[src/rtl/frame_pkg.sv]
// Shared definitions for the frame packer that feeds the 16-input X/O/none
// classifier: FSM state encoding, verdict codes and default frame geometry.
package frame_pkg;

    typedef enum logic [1:0] {
        COLLECT = 2'd0,
        WAIT    = 2'd1,
        RESULT  = 2'd2
    } state_t;

    localparam logic [1:0] RES_O       = 2'b00;
    localparam logic [1:0] RES_X       = 2'b01;
    localparam logic [1:0] RES_NONE    = 2'b10;
    localparam logic [1:0] RES_TIMEOUT = 2'b11;

    localparam int DEF_N     = 16;
    localparam int DEF_PIX_W = 8;

endpackage

[src/rtl/frame_shift.sv]
// Pixel thresholding, MSB-first staging shift register and beat counter.
// Ports:
//   clk, rst    : clock and synchronous active-high reset
//   beat        : a pixel beat is accepted this edge (already qualified by ena)
//   pix_data    : pixel sample
//   pix_last    : beat carries the frame's last-pixel marker
//   frame_done  : accepted beat completes a well-formed N-pixel frame
//   frame_err   : accepted beat ends a short frame or overruns N pixels
//   frame_vec   : completed vector (valid when frame_done); pixel 0 in MSB
module frame_shift
    import frame_pkg::*;
#(
    parameter int N      = DEF_N,
    parameter int PIX_W  = DEF_PIX_W,
    parameter int THRESH = 128
) (
    input  logic             clk,
    input  logic             rst,
    input  logic             beat,
    input  logic [PIX_W-1:0] pix_data,
    input  logic             pix_last,
    output logic             frame_done,
    output logic             frame_err,
    output logic [N-1:0]     frame_vec
);

    localparam int               CNT_W    = $clog2(N);
    localparam logic [CNT_W-1:0] CNT_LAST = CNT_W'(N - 1);
    localparam logic [PIX_W-1:0] THRESH_V = PIX_W'(THRESH);

    // Only N-1 bits need storing: the N-th bit comes straight from the
    // incoming beat when the frame completes.
    logic [N-2:0]     stage;
    logic [CNT_W-1:0] cnt;
    logic             pix_bit;
    logic             at_last;

    function automatic logic threshold(input logic [PIX_W-1:0] p);
        return (p >= THRESH_V);
    endfunction

    always_comb begin
        pix_bit    = threshold(pix_data);
        at_last    = (cnt == CNT_LAST);
        frame_done = beat & pix_last & at_last;
        // Marker and count disagree: either too few pixels before the marker
        // or the N-th pixel arrived without one.
        frame_err  = beat & (pix_last ^ at_last);
        frame_vec  = {stage, pix_bit};
    end

    always_ff @(posedge clk) begin
        if (rst) begin
            stage <= '0;
            cnt   <= '0;
        end else if (beat) begin
            if (pix_last | at_last) begin
                stage <= '0;
                cnt   <= '0;
            end else begin
                stage <= frame_vec[N-2:0];
                cnt   <= cnt + 1'b1;
            end
        end
    end

endmodule

[src/rtl/frame_packer.sv]
// Frame packer: collects N thresholded pixels over valid/ready, launches the
// classifier with a one-cycle start, holds data stable while it runs, then
// offers the 2-bit verdict downstream over valid/ack with a timeout guard.
// Ports:
//   clk, rst, ena        : clock, synchronous active-high reset, clock enable
//   pix_valid/data/last  : pixel stream in; pix_ready is the accept qualifier
//   data, start          : packed frame and launch pulse to the classifier
//   rdy, res             : classifier done pulse and verdict
//   cls_valid, cls_res   : verdict offered downstream; cls_ack consumes it
//   err                  : one-ena-cycle pulse on framing error or timeout
module frame_packer
    import frame_pkg::*;
#(
    parameter int N       = DEF_N,
    parameter int PIX_W   = DEF_PIX_W,
    parameter int THRESH  = 128,
    parameter int TIMEOUT = 255
) (
    input  logic             clk,
    input  logic             rst,
    input  logic             ena,
    input  logic             pix_valid,
    input  logic [PIX_W-1:0] pix_data,
    input  logic             pix_last,
    output logic             pix_ready,
    output logic [N-1:0]     data,
    output logic             start,
    input  logic             rdy,
    input  logic [1:0]       res,
    output logic             cls_valid,
    output logic [1:0]       cls_res,
    input  logic             cls_ack,
    output logic             err
);

    localparam int                TCNT_W    = $clog2(TIMEOUT + 1);
    // The counter is cleared on the launch edge and increments on each later
    // ena edge, so the TIMEOUT-th edge after start sees TIMEOUT-1.
    localparam logic [TCNT_W-1:0] TCNT_LAST = TCNT_W'(TIMEOUT - 1);

    state_t            state, state_n;
    logic [TCNT_W-1:0] tcnt, tcnt_n;
    logic [N-1:0]      data_n;
    logic              start_n;
    logic              cls_valid_n;
    logic [1:0]        cls_res_n;
    logic              err_n;

    logic              beat;
    logic              frame_done;
    logic              frame_err;
    logic [N-1:0]      frame_vec;

    assign pix_ready = ena & (state == COLLECT) & ~rst;
    assign beat      = pix_valid & pix_ready;

    frame_shift #(
        .N      (N),
        .PIX_W  (PIX_W),
        .THRESH (THRESH)
    ) u_shift (
        .clk        (clk),
        .rst        (rst),
        .beat       (beat),
        .pix_data   (pix_data),
        .pix_last   (pix_last),
        .frame_done (frame_done),
        .frame_err  (frame_err),
        .frame_vec  (frame_vec)
    );

    always_comb begin
        state_n     = state;
        tcnt_n      = tcnt;
        data_n      = data;
        start_n     = 1'b0;
        cls_valid_n = cls_valid;
        cls_res_n   = cls_res;
        err_n       = 1'b0;
        case (state)
            COLLECT: begin
                if (frame_done) begin
                    data_n  = frame_vec;
                    start_n = 1'b1;
                    tcnt_n  = '0;
                    state_n = WAIT;
                end
                if (frame_err) begin
                    err_n = 1'b1;
                end
            end
            WAIT: begin
                tcnt_n = tcnt + 1'b1;
                // rdy takes priority over a timeout on the same edge.
                if (rdy) begin
                    cls_res_n   = res;
                    cls_valid_n = 1'b1;
                    state_n     = RESULT;
                end else if (tcnt == TCNT_LAST) begin
                    cls_res_n   = RES_TIMEOUT;
                    cls_valid_n = 1'b1;
                    err_n       = 1'b1;
                    state_n     = RESULT;
                end
            end
            RESULT: begin
                if (cls_ack) begin
                    cls_valid_n = 1'b0;
                    state_n     = COLLECT;
                end
            end
            default: begin
                state_n = COLLECT;
            end
        endcase
    end

    // Register stage: everything, including start and err, holds while ena is
    // low so pulses last exactly one ena cycle.
    always_ff @(posedge clk) begin
        if (rst) begin
            state     <= COLLECT;
            tcnt      <= '0;
            data      <= '0;
            start     <= 1'b0;
            cls_valid <= 1'b0;
            cls_res   <= RES_O;
            err       <= 1'b0;
        end else if (ena) begin
            state     <= state_n;
            tcnt      <= tcnt_n;
            data      <= data_n;
            start     <= start_n;
            cls_valid <= cls_valid_n;
            cls_res   <= cls_res_n;
            err       <= err_n;
        end
    end

endmodule

[config.mk]
export PLATFORM = sky130hd
export DESIGN_NAME = frame_packer
export DESIGN_NICKNAME = d
export VERILOG_FILES = /design/src/rtl/frame_pkg.sv /design/src/rtl/frame_shift.sv /design/src/rtl/frame_packer.sv
export SDC_FILE = /design/constraint.sdc
export NUM_CORES = 1
export LEC_CHECK = 0
export CAP_MARGIN = 15
export CORE_ASPECT_RATIO = 0.75
export CORE_UTILIZATION = 57
export CTS_BUF_LIST = sky130_fd_sc_hd__clkbuf_4
export DETAILED_ROUTE_END_ITERATION = 8
export GPL_ROUTABILITY_DRIVEN = 0
export HOLD_SLACK_MARGIN = 0.08
export PLACE_DENSITY = 0.86
export SLEW_MARGIN = 25
export SYNTH_ARGS = -nofsm -noshare
export SYNTH_HDL_FRONTEND = slang
export SYNTH_SLANG_ARGS = --single-unit
[constraint.sdc]
create_clock -name clk -period 3 [get_ports clk]
set_clock_uncertainty 0.05 [all_clocks]
set_input_delay 0.45 -clock clk [delete_from_list [all_inputs] [get_ports clk]]
set_output_delay 0.45 -clock clk [all_outputs]
set_load 0.03 [all_outputs]
# After elaboration in Yosys (flattened, before gate mapping)
# Index checks and enable logic that the tools add are counted.
[word_totals]
ff_bits = 50
input_bits = 17
out_inout_bits = 22
elab_cells = 58
[classes]
n_addsub = 2
n_lt_le_gt_ge = 1
n_eq_ne = 7
muxes = 21
bitwise = 9
n_reduce_logical = 9
[ops]
columns = ["cell", "count"]
rows = [
  ["one-hot mux 8 bit (2 select lines)", 1],
  ["two-way mux 15 bit", 1],
  ["two-way mux 2 bit", 6],
  ["AND reduction 3 bit", 3],
  ["adder 8 x 1 -> 8 bit (second input constant)", 1],
  ["== test 8 bit (second input constant)", 1],
  ["greater-or-equal comparator 8 bit (second input constant)", 1],
  ["two-way mux 1 bit", 8],
  ["two-way mux 8 bit", 1],
  ["AND reduction 4 bit", 2],
  ["AND 1 bit", 6],
  ["one-hot mux 2 bit (3 select lines)", 1],
  ["nonzero test 2 bit", 3],
  ["adder 4 x 1 -> 4 bit (second input constant)", 1],
  ["== test 4 bit (second input constant)", 1],
  ["two-way mux 4 bit", 1],
  ["!= test 2 bit (second input constant)", 2],
  ["one-hot mux 1 bit (2 select lines)", 2],
  ["!= test 3 bit (second input constant)", 1],
  ["== test 2 x 1 -> 1 bit (second input constant)", 1],
  ["== test 2 bit (second input constant)", 1],
  ["zero test 2 bit", 1],
  ["NOT 1 bit", 1],
  ["OR 1 bit", 1],
  ["XOR 1 bit", 1],
]

# Longest topological paths before layout
[depth]
ltp_word = 8
mapped_depth = 7
mapped_depth_nobuf = 5

# Cells and area by module
# A second synthesis with hierarchy kept.
[hier_totals]
cells_unflattened = 256
area_unflattened_um2 = 2057.0
[by_module_without_submodules]
columns = ["module", "instances", "cells_each", "area_per_inst_um2", "seq_area_each_um2"]
rows = [
  ["frame_packer", 1, 159, 1277.5, 620.6],
  ["frame_shift", 1, 97, 779.5, 380.4],
]

# Least setup slack after synthesis
# Ideal clock, no wire load.
[synth_timing]
path_kind = "input to register"
from = "input rst"
to = "register u_shift.cnt[0]"
setup_ns = 0.115
t_arrival_ns = 1.950
t_required_ns = 2.835
setup_slack_ns = 0.886
path_stages = 7
n_path_buf = 2
cell_sequence = "or4b_1 buf_2 inv_1 nand2_2 o21ai_4 buf_4 nor2_1"
[synth_via]
elab_chain_len = 3
[synth_rtl]
columns = ["element", "line_no", "rtl"]
rows = [
  ["start: declaration", "frame_packer.sv:20", "input logic rst,"],
  ["NOT 1 bit", "frame_packer.sv:54", "assign pix_ready = ena & (state == COLLECT) & ~rst;"],
  ["AND 1 bit", "frame_packer.sv:54", ""],
  ["net pix_ready", "frame_packer.sv:25", "output logic pix_ready,"],
  ["AND 1 bit", "frame_packer.sv:55", "assign beat = pix_valid & pix_ready;"],
  ["end signal: assignment", "frame_shift.sv:62", "cnt <= cnt + 1'b1;"],
  ["end: declaration", "frame_shift.sv:34", "logic [CNT_W-1:0] cnt;"],
]
# The timed path passes the listed nets, and every way through them passes these cells.
# A chain may end at the register's enable or synchronous reset.

# Worst setup path after layout
[layout_timing]
from = "input ena"
to = "output pix_ready"
[layout_via]
elab_chain_len = 2
[layout_rtl]
columns = ["element", "line_no", "rtl"]
rows = [
  ["start: declaration", "frame_packer.sv:21", "input logic ena,"],
  ["AND 1 bit (2 in series)", "frame_packer.sv:54", ""],
  ["end: declaration", "frame_packer.sv:25", ""],
]
# Every way passes these cells.

==> impl_metrics.csv <==
group,metric,value,unit
timing,fmax,0.423,GHz
critical_path,worstPathArrival,1.87,ns
finish,layout-drive-gt1-share,0.0637,
pwr,p_per_area,405,nW/um^2
floorplan,fp-row-count,18,
detailed_routing,avgRoutedWirePerCell,13.5,microns
global_routing,grt_remaining_overflow,0,
finish,fillCellCount,291,
detailed_routing,drc,0,
critical_path,end_kind,"output port",
floorplan,start_util,0.614,
timing,relSlewSlack,0.662,
clocking,cts_tree,"yes",
place,io_buffers,31,
critical_path,crit_family,"buffers and inverters",
global_routing,antenna_found_initial,0,
finish,layout_common_cells,"50 x dfxtp_1, 42 x nand2_1, 30 x clkdlybuf4s50_1",
critical_path,ff2ff_setup_slack,0.99,ns
timing,tightest_slew,0.506,ns
clocking,cts_resized,0,
clocking,numCtsBuffers,5,
pwr,p_int,0.000767,W
timing,slew_violations,0,
critical_path,crit_chain,"clkdlybuf4s50_1 > or4b_1 > inv_1 > buf_4",
pwr,ir_worst_vdd,0.320,mV
synth,synth_top_family_by_area,"simple AND/OR/NAND/NOR gates",
detailed_routing,dr.pass1.iters,4,
pwr,swShare,0.226,
synth,synth.area.mux_share,0.0772,
pwr,leakage,0.874,nW
critical_path,worstPathMaxFanout,5,
clocking,ctsLongestPathBuffers,2,
pwr,comb_power_share,0.055,
timing,finalSetupViolCount,0,
critical_path,cp_slowest_stage_delay,0.59,ns
timing,layout_min_cycle_time,2.37,ns
synth,mappedNetlistNets,257,
timing,rsz0062_at_grt,"false",
synth,synth-simple-area-share,0.242,
detailed_routing,drt_iter0_drc,134,
finish,antenna_cells,0,
timing,finalCritPeriodShare,0.789,
critical_path,start_kind,"input pin",
place,hpwl,2860,microns
timing,hold_violations,0,
global_routing,grt_pass1_vias,1542,
clocking,cts_root_buf,"clkbuf_4",
clocking,cts_num_sinks,50,
detailed_routing,wirelength,4140,microns
critical_path,required,2.50,ns
floorplan,dieArea,3890,sq um
detailed_routing,ant_nets,0,
pwr,sequentialPowerShare,0.673,
synth,ys_ff_latch,50,
global_routing,grt_pass1_wl,6940,microns
global_routing,track_usage,0.237,
clocking,cts_setup_buffers,0,
pwr,pwr-share-clk,0.272,
floorplan,ios,39,
pwr,switching_power,0.000224,W
floorplan,die_x,71.7,microns
critical_path,timing.critical_path.buf_inv,3,
synth,ys_seq_area_frac,0.483,
clocking,cts.reportedPaths.clkPinSlew,0.12,ns
pwr,p_total,0.000991,W
finish,mostFrequentLayoutCell,"dfxtp_1",
clocking,cts_hold_buffers,0,
synth,synthAdderAreaFrac,0.0241,
finish,num-nets-final,289,
critical_path,crit_slowest_cell,"or4b_1",
floorplan,core-area,3380,sq um
detailed_routing,routed_via_density,5.70,
global_routing,grt_max_degree,30,
status,status,"finished, final reports clean",
min_path,hp-class,"reg -> reg",
timing,final.setup.tns,0,ns
synth,yosysWarnings,0,
finish,areaGrowthSynthToFinish,18.0,%
critical_path,critPathKind,"in -> out",
floorplan,die_h,54.2,microns
run,maxCapViolCount,0,
detailed_routing,vias,1750,
synth,synth_compound_area_frac,0.121,
synth,syn_avg_cell_area,8.79,sq um
clocking,htree_num_levels,2,
synth,synth-xor-area-share,0.0127,
synth,synth_cell_types,39,
synth,netlist_area,2070,sq um
clocking,clkLatencyLatePin,0.35,ns
synth,postSynthCellCount,236,
## power groups by stage
stage / logic [W] / registers, W / clock network [W]
3_5_place_dp: 0.0000548 / 0.000682 / 0
6_report: 0.0000549 / 0.000667 / 0.000269
2_1_floorplan: 0.0000298 / 0.000682 / 0
4_1_cts: 0.0000551 / 0.000667 / 0.000276
5_1_grt: 0.0000598 / 0.000668 / 0.000300
3_3_place_gp: 0.0000537 / 0.000682 / 0
## kinds of logic (layout without fill, tap and decap cells)
family                   after synthesis  after routing
XOR/XNOR                               3              3
adder cells (fa/ha/maj)                4              4
flip-flops                            50             50
multiplexers                          16             16
AND/OR/NAND/NOR                      105            105
buffers and inverters                 17             48
AO/OA/AOI/OAI                         41             41
## final cells by class
type                    instances  area (sq um)  area share
inverters                       6          22.5     0.00920
repair buffers                 36           345       0.141
clock inverters                 1          3.75     0.00153
clock buffers                   5          37.5      0.0153
multi-input cells             169           988       0.404
flip-flops and latches         50          1000       0.409
well taps                      40          50.0      0.0204
## final timing paths
check	endpoint	cells after the start	start
hold reg to reg	cls_valid	2	cls_valid
hold / removal	cls_valid	2	cls_valid
setup reg to reg	u_shift.stage[0]	5	state[0]
setup / recovery	pix_ready	4	ena
## synth_stat cells (all sizes together)
master	instances	area, sq um
nand3	11	55.1
a21oi	26	130
o211ai	1	7.51
dfxtp	50	1000
ha	4	50.1
or3	4	30.0
and3	1	6.26
nand4	3	18.8
inv	6	22.5
and3b	1	8.76
buf	5	40.0
clkbuf	6	22.5
nand4b	2	17.5
mux2i	16	160
a211oi	1	7.51
a41oi	1	8.76
o21ai	3	26.3
a41o	1	10.0
nor3	6	41.3
or4	1	7.51
a31oi	4	25.0
a31o	1	8.76
and4	1	8.76
nor2	25	96.4
or4b	1	10.0
o2111ai	1	8.76
nand2b	4	25.0
xor2	1	8.76
xnor2	2	17.5
nand2	43	164
nor2b	2	12.5
a311oi	2	17.5
## tightest hold or removal path, delay by kind of cell, from the launching register on
| kind | cells | cell delay, ns |
|---|---|---|
| AND/OR/NAND/NOR | 1 | 0.05 |
| AO/OA/AOI/OAI | 1 | 0.05 |
| flip-flops | 1 | 0.33 |
## through the flow
stage | instance area (sq um) | util | setup WS [ns] | cells | hold slack [ns]
floorplan | 2070 | - | 0.886 | 236 | 0.385
global placement | 2410 | 0.713 | 0.538 | 301 | 0.396
detailed placement | 2410 | 0.713 | 0.500 | 301 | 0.398
CTS | 2450 | 0.725 | 0.631 | 307 | 0.421
global route | 2450 | 0.725 | 0.604 | 307 | 0.448
finish | 2450 | 0.725 | 0.634 | 307 | 0.415
## state kept, by name (all words and copies together), names as in the netlist
name / flops
cls_res: 2
cls_valid: 1
data: 16
err: 1
start: 1
state: 2
tcnt: 8
u_shift.cnt: 4
u_shift.stage: 15
## per-layer routing
layer  part of all wire  vias to the layer above  global-route usage
met5                  0                        -                   0
met3              0.056                       10              0.0497
met2               0.46                       51               0.393
met1               0.47                      811               0.309
li1                   -                      878                   -
met4              0.018                        0              0.0980
(Power assumes the default switching activity.)
